## src/rtl/mem_wb_reg.sv

```systemverilog
// MEM/WB pipeline register for a dual-issue pipeline: per-lane writeback state with stall/flush control.
// Optional retired-instruction counter enabled by defining the RETIRE_CNT_EN macro.
`ifndef D_WIDTH
`define D_WIDTH 32
`endif

module mem_wb_reg #(
  parameter int DW = `D_WIDTH
) (
  input  logic          clk,
  input  logic          rst_n,
  input  logic          i_stall,
  input  logic          i_flush,
  input  logic          i_valid1M,
  input  logic          i_valid2M,
  input  logic          i_RegWrite1M,
  input  logic          i_MemtoReg1M,
  input  logic          i_RegWrite2M,
  input  logic          i_MemtoReg2M,
  input  logic [DW-1:0] i_RD1,
  input  logic [DW-1:0] i_RD2,
  input  logic [DW-1:0] i_ALUOut1M,
  input  logic [DW-1:0] i_ALUOut2M,
  input  logic [3:0]    i_WA1M,
  input  logic [3:0]    i_WA2M,
  output logic          o_valid1W,
  output logic          o_valid2W,
  output logic          o_RegWrite1W,
  output logic          o_RegWrite2W,
  output logic [3:0]    o_WA1W,
  output logic [3:0]    o_WA2W,
  output logic [DW-1:0] o_Result1W,
  output logic [DW-1:0] o_Result2W
`ifdef RETIRE_CNT_EN
  ,
  output logic [31:0]   o_retire_cnt
`endif
);

  typedef struct packed {
    logic          valid;
    logic          reg_write;
    logic          mem_to_reg;
    logic [3:0]    wa;
    logic [DW-1:0] rd;
    logic [DW-1:0] alu_out;
  } lane_t;

  lane_t lane1_q, lane2_q;
  lane_t lane1_d, lane2_d;
  logic  capture;
  logic  wa_conflict;

  assign capture = !i_flush && !i_stall;

  // Both lanes writing the same register: the younger lane 2 must be the one that lands.
  assign wa_conflict = i_valid1M && i_valid2M && i_RegWrite1M && i_RegWrite2M &&
                       (i_WA1M == i_WA2M);

  always_comb begin
    lane1_d            = '0;
    lane1_d.valid      = i_valid1M;
    lane1_d.reg_write  = i_RegWrite1M && i_valid1M && !wa_conflict;
    lane1_d.mem_to_reg = i_MemtoReg1M;
    lane1_d.wa         = i_WA1M;
    lane1_d.rd         = i_RD1;
    lane1_d.alu_out    = i_ALUOut1M;

    lane2_d            = '0;
    lane2_d.valid      = i_valid2M;
    lane2_d.reg_write  = i_RegWrite2M && i_valid2M;
    lane2_d.mem_to_reg = i_MemtoReg2M;
    lane2_d.wa         = i_WA2M;
    lane2_d.rd         = i_RD2;
    lane2_d.alu_out    = i_ALUOut2M;
  end

  // A flush only kills the instructions; data and addresses are left as they were.
  always_ff @(posedge clk) begin
    if (!rst_n) begin
      lane1_q <= '0;
      lane2_q <= '0;
    end else if (i_flush) begin
      lane1_q.valid     <= 1'b0;
      lane1_q.reg_write <= 1'b0;
      lane2_q.valid     <= 1'b0;
      lane2_q.reg_write <= 1'b0;
    end else if (!i_stall) begin
      lane1_q <= lane1_d;
      lane2_q <= lane2_d;
    end
  end

  assign o_valid1W    = lane1_q.valid;
  assign o_valid2W    = lane2_q.valid;
  assign o_RegWrite1W = lane1_q.reg_write;
  assign o_RegWrite2W = lane2_q.reg_write;
  assign o_WA1W       = lane1_q.wa;
  assign o_WA2W       = lane2_q.wa;
  assign o_Result1W   = lane1_q.mem_to_reg ? lane1_q.rd : lane1_q.alu_out;
  assign o_Result2W   = lane2_q.mem_to_reg ? lane2_q.rd : lane2_q.alu_out;

`ifdef RETIRE_CNT_EN
  logic [31:0] retire_cnt_q;
  logic [31:0] retire_inc;

  assign retire_inc = {31'd0, i_valid1M} + {31'd0, i_valid2M};

  // Counts instructions entering WB; wraps naturally at 2^32.
  always_ff @(posedge clk) begin
    if (!rst_n) begin
      retire_cnt_q <= '0;
    end else if (capture) begin
      retire_cnt_q <= retire_cnt_q + retire_inc;
    end
  end

  assign o_retire_cnt = retire_cnt_q;
`endif

endmodule

```

## config.mk

```make
export PLATFORM = sky130hd
export DESIGN_NAME = mem_wb_reg
export DESIGN_NICKNAME = d
export VERILOG_FILES = /design/src/rtl/mem_wb_reg.sv
export SDC_FILE = /design/constraint.sdc
export NUM_CORES = 1
export LEC_CHECK = 0
export CELL_PAD_IN_SITES_DETAIL_PLACEMENT = 1
export CELL_PAD_IN_SITES_GLOBAL_PLACEMENT = 2
export CORE_MARGIN = 3
export CORE_UTILIZATION = 26
export CTS_CLUSTER_SIZE = 10
export DETAILED_ROUTE_END_ITERATION = 12
export PLACE_DENSITY_LB_ADDON = 0.05
export SLEW_MARGIN = 5
export SYNTH_ARGS = -nofsm -noshare
export SYNTH_HDL_FRONTEND = slang
export SYNTH_SLANG_ARGS = --single-unit
```

## constraint.sdc

```tcl
create_clock -name clk -period 2.05 [get_ports clk]
set_input_delay 0.615 -clock clk [delete_from_list [all_inputs] [get_ports clk]]
set_output_delay 0.615 -clock clk [all_outputs]
set_load 0.05 [all_outputs]
```

# Yosys cells after proc, flatten, opt, wreduce, memory -nomap -nowiden
# Cells that the tools add are included.
# op_classes
add_sub_neg	0
multipliers	0
magnitude_cmp	0
shift	0
n_reduce_logical	10
div	0
bitwise_logic	3
eq_ne	1
mux	2
# ops
op	n
32-bit two-way mux	2
1-bit logical AND	7
4-bit equality test	1
1-bit inverter	3
2-bit AND reduction	1
2-bit OR reduction	1
1-bit logical NOT	1
# word_totals
romBits	0
mem_count	0
ramBits	0
ff_bits	142
latchBits	0
input_bits	146
out_inout_bits	76
wordCells	28

# Longest topological paths before layout
# depth
depth_word	6
depth_mapped	6
ltp_nobuf	3

# Least setup slack after synthesis
# No wires, ideal clock.
# synth_path
path_type	reg2out
from	register lane1_q[68] (netlist bit)
to	output port o_Result1W[10]
slack_ps	252
n_path_buf	2
t_required_ps	1435
stages_incl_launch_ff	4
arrival_time_ps	1183
path_cell_list	dfxtp_1 > clkbuf_1 > buf_2 > mux2_2
# synth_via
elab_chain_cells	1
# synth_lines
element	line	rtl
from (decl)	49	lane_t lane1_q, lane2_q;
from (signal assigned)	89	lane1_q <= lane1_d;
32-bit two-way mux	100	assign o_Result1W = lane1_q.mem_to_reg ? lane1_q.rd : lane1_q.alu_out;
to (decl)	32	output logic [DW-1:0] o_Result1W,
# No other way between the ends.

# Final worst setup path
# layout_path
from	register lane1_q[68] (netlist bit)
to	output port o_Result1W[3]
# The elaborated chain is that of the path after synthesis.

==> metrics.cfg <==
[sta]
worstMarginPinSlew_ps = 327
setup_viol = 64
fin_crit_ps = 2160
worst_slack_ps = -107
maxSlewViolCount = 0
whs_ps = 449
final.period_utilization_pct = 105
fmax_mhz = 464
finClkSkew_ps = 0
finalHoldViolations = 0
max_slew_margin_pct = 78.2
rsz0062_at_grt = yes

[synth]
synth_nets = 848
ys_ff_latch = 142
avgSynthCellArea_um2 = 8.79
synth-compound-area-share_pct = 17.3
synthAdderAreaFrac_pct = 0
yosysUniqueCellTypes = 21
yosysWarnings = 0
synth-xor-area-share_pct = 0.568
synth_top_family_by_area = simple AND/OR/NAND/NOR gates
post_synth_and_or_nand_nor_area_fraction_pct = 17.6
yosysSeqAreaShare_pct = 46.1
muxShareOfSynthArea_pct = 11.8
syn_area_um2 = 6170
syn_inst = 702

[finish]
multi_input_area_um2 = 3110
nFillCells = 2635
drive_above_1_share_pct = 21.5
regArea_um2 = 2850
syn_to_final_growth_pct = 59.8
nets = 1046
antenna_cells = 0
fin_cells = 1226

[clock_network]
cts_buffer_depth = 2
htreeDepth = 4
path_clk_slew_ps = 60
root_buffer = clkbuf_16
clock-sinks = 142
ctsHoldBuffers = 0
clock_latency_ps = 410
cts_tree = done
numCtsBuffers = 17

[run]
cap_violations = 0

[place]
dp_hpwl_um = 13900
port_buffers = 221
dp_cells = 1189
gp_congestion = 0.786
pre_cts_slack_ps = 56.0

[route]
first_pass_iters = 6
drtIter0Drc = 174
num_vias = 5403
antenna_left = 0
wl_per_cell_um = 16.7
drc_errors = 0
finalWirelength_um = 20400
vias_per_cell = 4.41

[floorplan]
die_area_um2 = 25600
fp.dieW_um = 160
die_h_um = 160
initial_core_util_pct = 26.8
num_io_pins = 222
core_um2 = 23000
row_count = 55

[global_routing]
met1_usage_pct = 18.3
use_met3_pct = 5.63
grt_use_total_pct = 15.6
grt-busiest-layer = met2
grt_pass1_wl_um = 31900
overflow = 0
grt_start_max_net_pins = 71
grt_antenna_before_repair = 1
use_met2_pct = 27.2
grt_pass1_vias = 5943

[pwr]
p_total_mw = 7.54
p_leak_nw = 3.81
vdd_drop_max_uv = 483
p_per_area_nw_per_um2 = 765

[worst_setup_path]
worstSetupPathType = reg -> out
cp-end-kind = output pin
path_cells = clkbuf_16, mux2_4, buf_12
critical-path-top-delay-family = flip-flops
required_ps = 1430
max_stage_delay_ps = 430
rrSetupSlack_ps = 1250
r2r_end = o_RegWrite1W
start_kind = register
cp.buffers_inverters = 2
reg2reg_from = o_RegWrite1W
cp_max_fo = 8
r2r_cells = 2
crit_arrival_ps = 1540
slowest_stage = dfxtp_4

[worst_hold_path]
hold_path_end = lane2_q[61]
min_path_cells = 2
worstHoldPathType = reg -> reg
min_from = lane2_q[61]

[status]
run_status = finished with violations
failed_checks = negative setup slack

-- state kept, by name (all words and copies together), names as in the netlist --
signal	cells
lane1_q	65
lane2_q	65
o_RegWrite1W	1
o_RegWrite2W	1
o_WA1W	4
o_WA2W	4
o_valid1W	1
o_valid2W	1
-- per-layer routing --
metal  part of all wire, %  up-vias
met4                  0.93        2
met2                    50      128
met5                 0.064        -
met3                   6.1       13
li1                      -     2679
met1                    43     2581
-- metrics by stage --
step           instance area (µm²)  TNS [ps]  util, %
4_1_cts                       9690     -7850     42.1
5_1_grt                       9860     -8700     42.9
2_1_floorplan                 6170         0        -
6_report                      9860     -4900     42.9
3_5_place_dp                  8820         0     38.4
3_3_place_gp                  8820         0     38.4
-- cells by family (layout without fill, tap and decap cells) --
family / after synthesis / in the layout
xor+xnor: 4 / 4
compound gates: 143 / 143
mux: 65 / 65
flops: 142 / 142
buf+inv: 62 / 273
simple gates: 286 / 286
-- power by group --
| part | leakage [nW] | internal [mW] | total [mW] | switching (mW) |
|---|---|---|---|---|
| clock network | 0.289 | 1.99 | 3.22 | 1.23 |
| registers | 1.16 | 2.89 | 2.96 | 0.0695 |
| logic | 2.36 | 0.711 | 1.37 | 0.660 |
| total | 3.81 | 5.58 | 7.54 | 1.96 |
-- layout make-up --
class                   instances  area share, %
multi-input cells             498           31.5
repair buffers                241           29.3
flip-flops and latches        142           28.9
clock buffers                  20           4.63
well taps                     313           3.97
clock inverters                12           1.62
-- tightest hold or removal path, cell delays in order (launching register included) --
cell      delay, ps
dfxtp_1         310
nand2_1          50
a21boi_1         50
-- Yosys cell counts, drive strengths merged --
cell type | instances | area share [%]
dfxtp | 142 | 46
a21oi | 2 | 0.16
clkbuf | 17 | 1.0
xnor2 | 1 | 0.14
nor3 | 1 | 0.081
o21ai | 1 | 0.081
nand2 | 278 | 17
or2 | 1 | 0.10
nor2b | 2 | 0.20
nor2 | 3 | 0.22
xor2 | 3 | 0.43
buf | 45 | 5.5
a21boi | 138 | 17
a311oi | 1 | 0.14
nand2b | 1 | 0.10
mux2 | 64 | 12
mux2i | 1 | 0.16
a22oi | 1 | 0.12
-- repair_timing --
item / in CTS / in global routing
resized for setup: 53 / 32
setup endpoints to repair: 63 / 64
cloned: 2 / 2
buffers inserted: 1 / 0
endpoints found under the hold margin: 0 / 0
-- worst max-delay path by stage --
stage | from | endpoint | slack [ps] | cells after the start
floorplan | lane1_q[68] | o_Result1W[10] | 250 | 3
global placement | i_stall | lane2_q[18] | 100 | 5
detailed placement | i_stall | lane2_q[29] | 60 | 5
CTS | lane1_q[68] | o_Result1W[8] | -150 | 3
global route | lane1_q[68] | o_Result1W[18] | -160 | 3
finish | lane1_q[68] | o_Result1W[3] | -110 | 3
-- cell usage in the layout (no fill, tap or decap), types with 2 or more instances in the layout --
master           instances
nand2_1                278
clkdlybuf4s50_1        144
dfxtp_1                140
a21boi_1               138
mux2_4                  48
buf_12                  42
buf_6                   32
clkbuf_16               19
buf_4                   19
mux2_2                  16
clkinvlp_4               4
xor2_1                   3
bufinv_16                3
nor2b_1                  2
a21oi_1                  2
nor2_1                   2
inv_6                    2
clkinv_4                 2
clkbuf_8                 2
buf_16                   2
dfxtp_4                  2
Note: power is estimated with default switching activity, not from simulation.
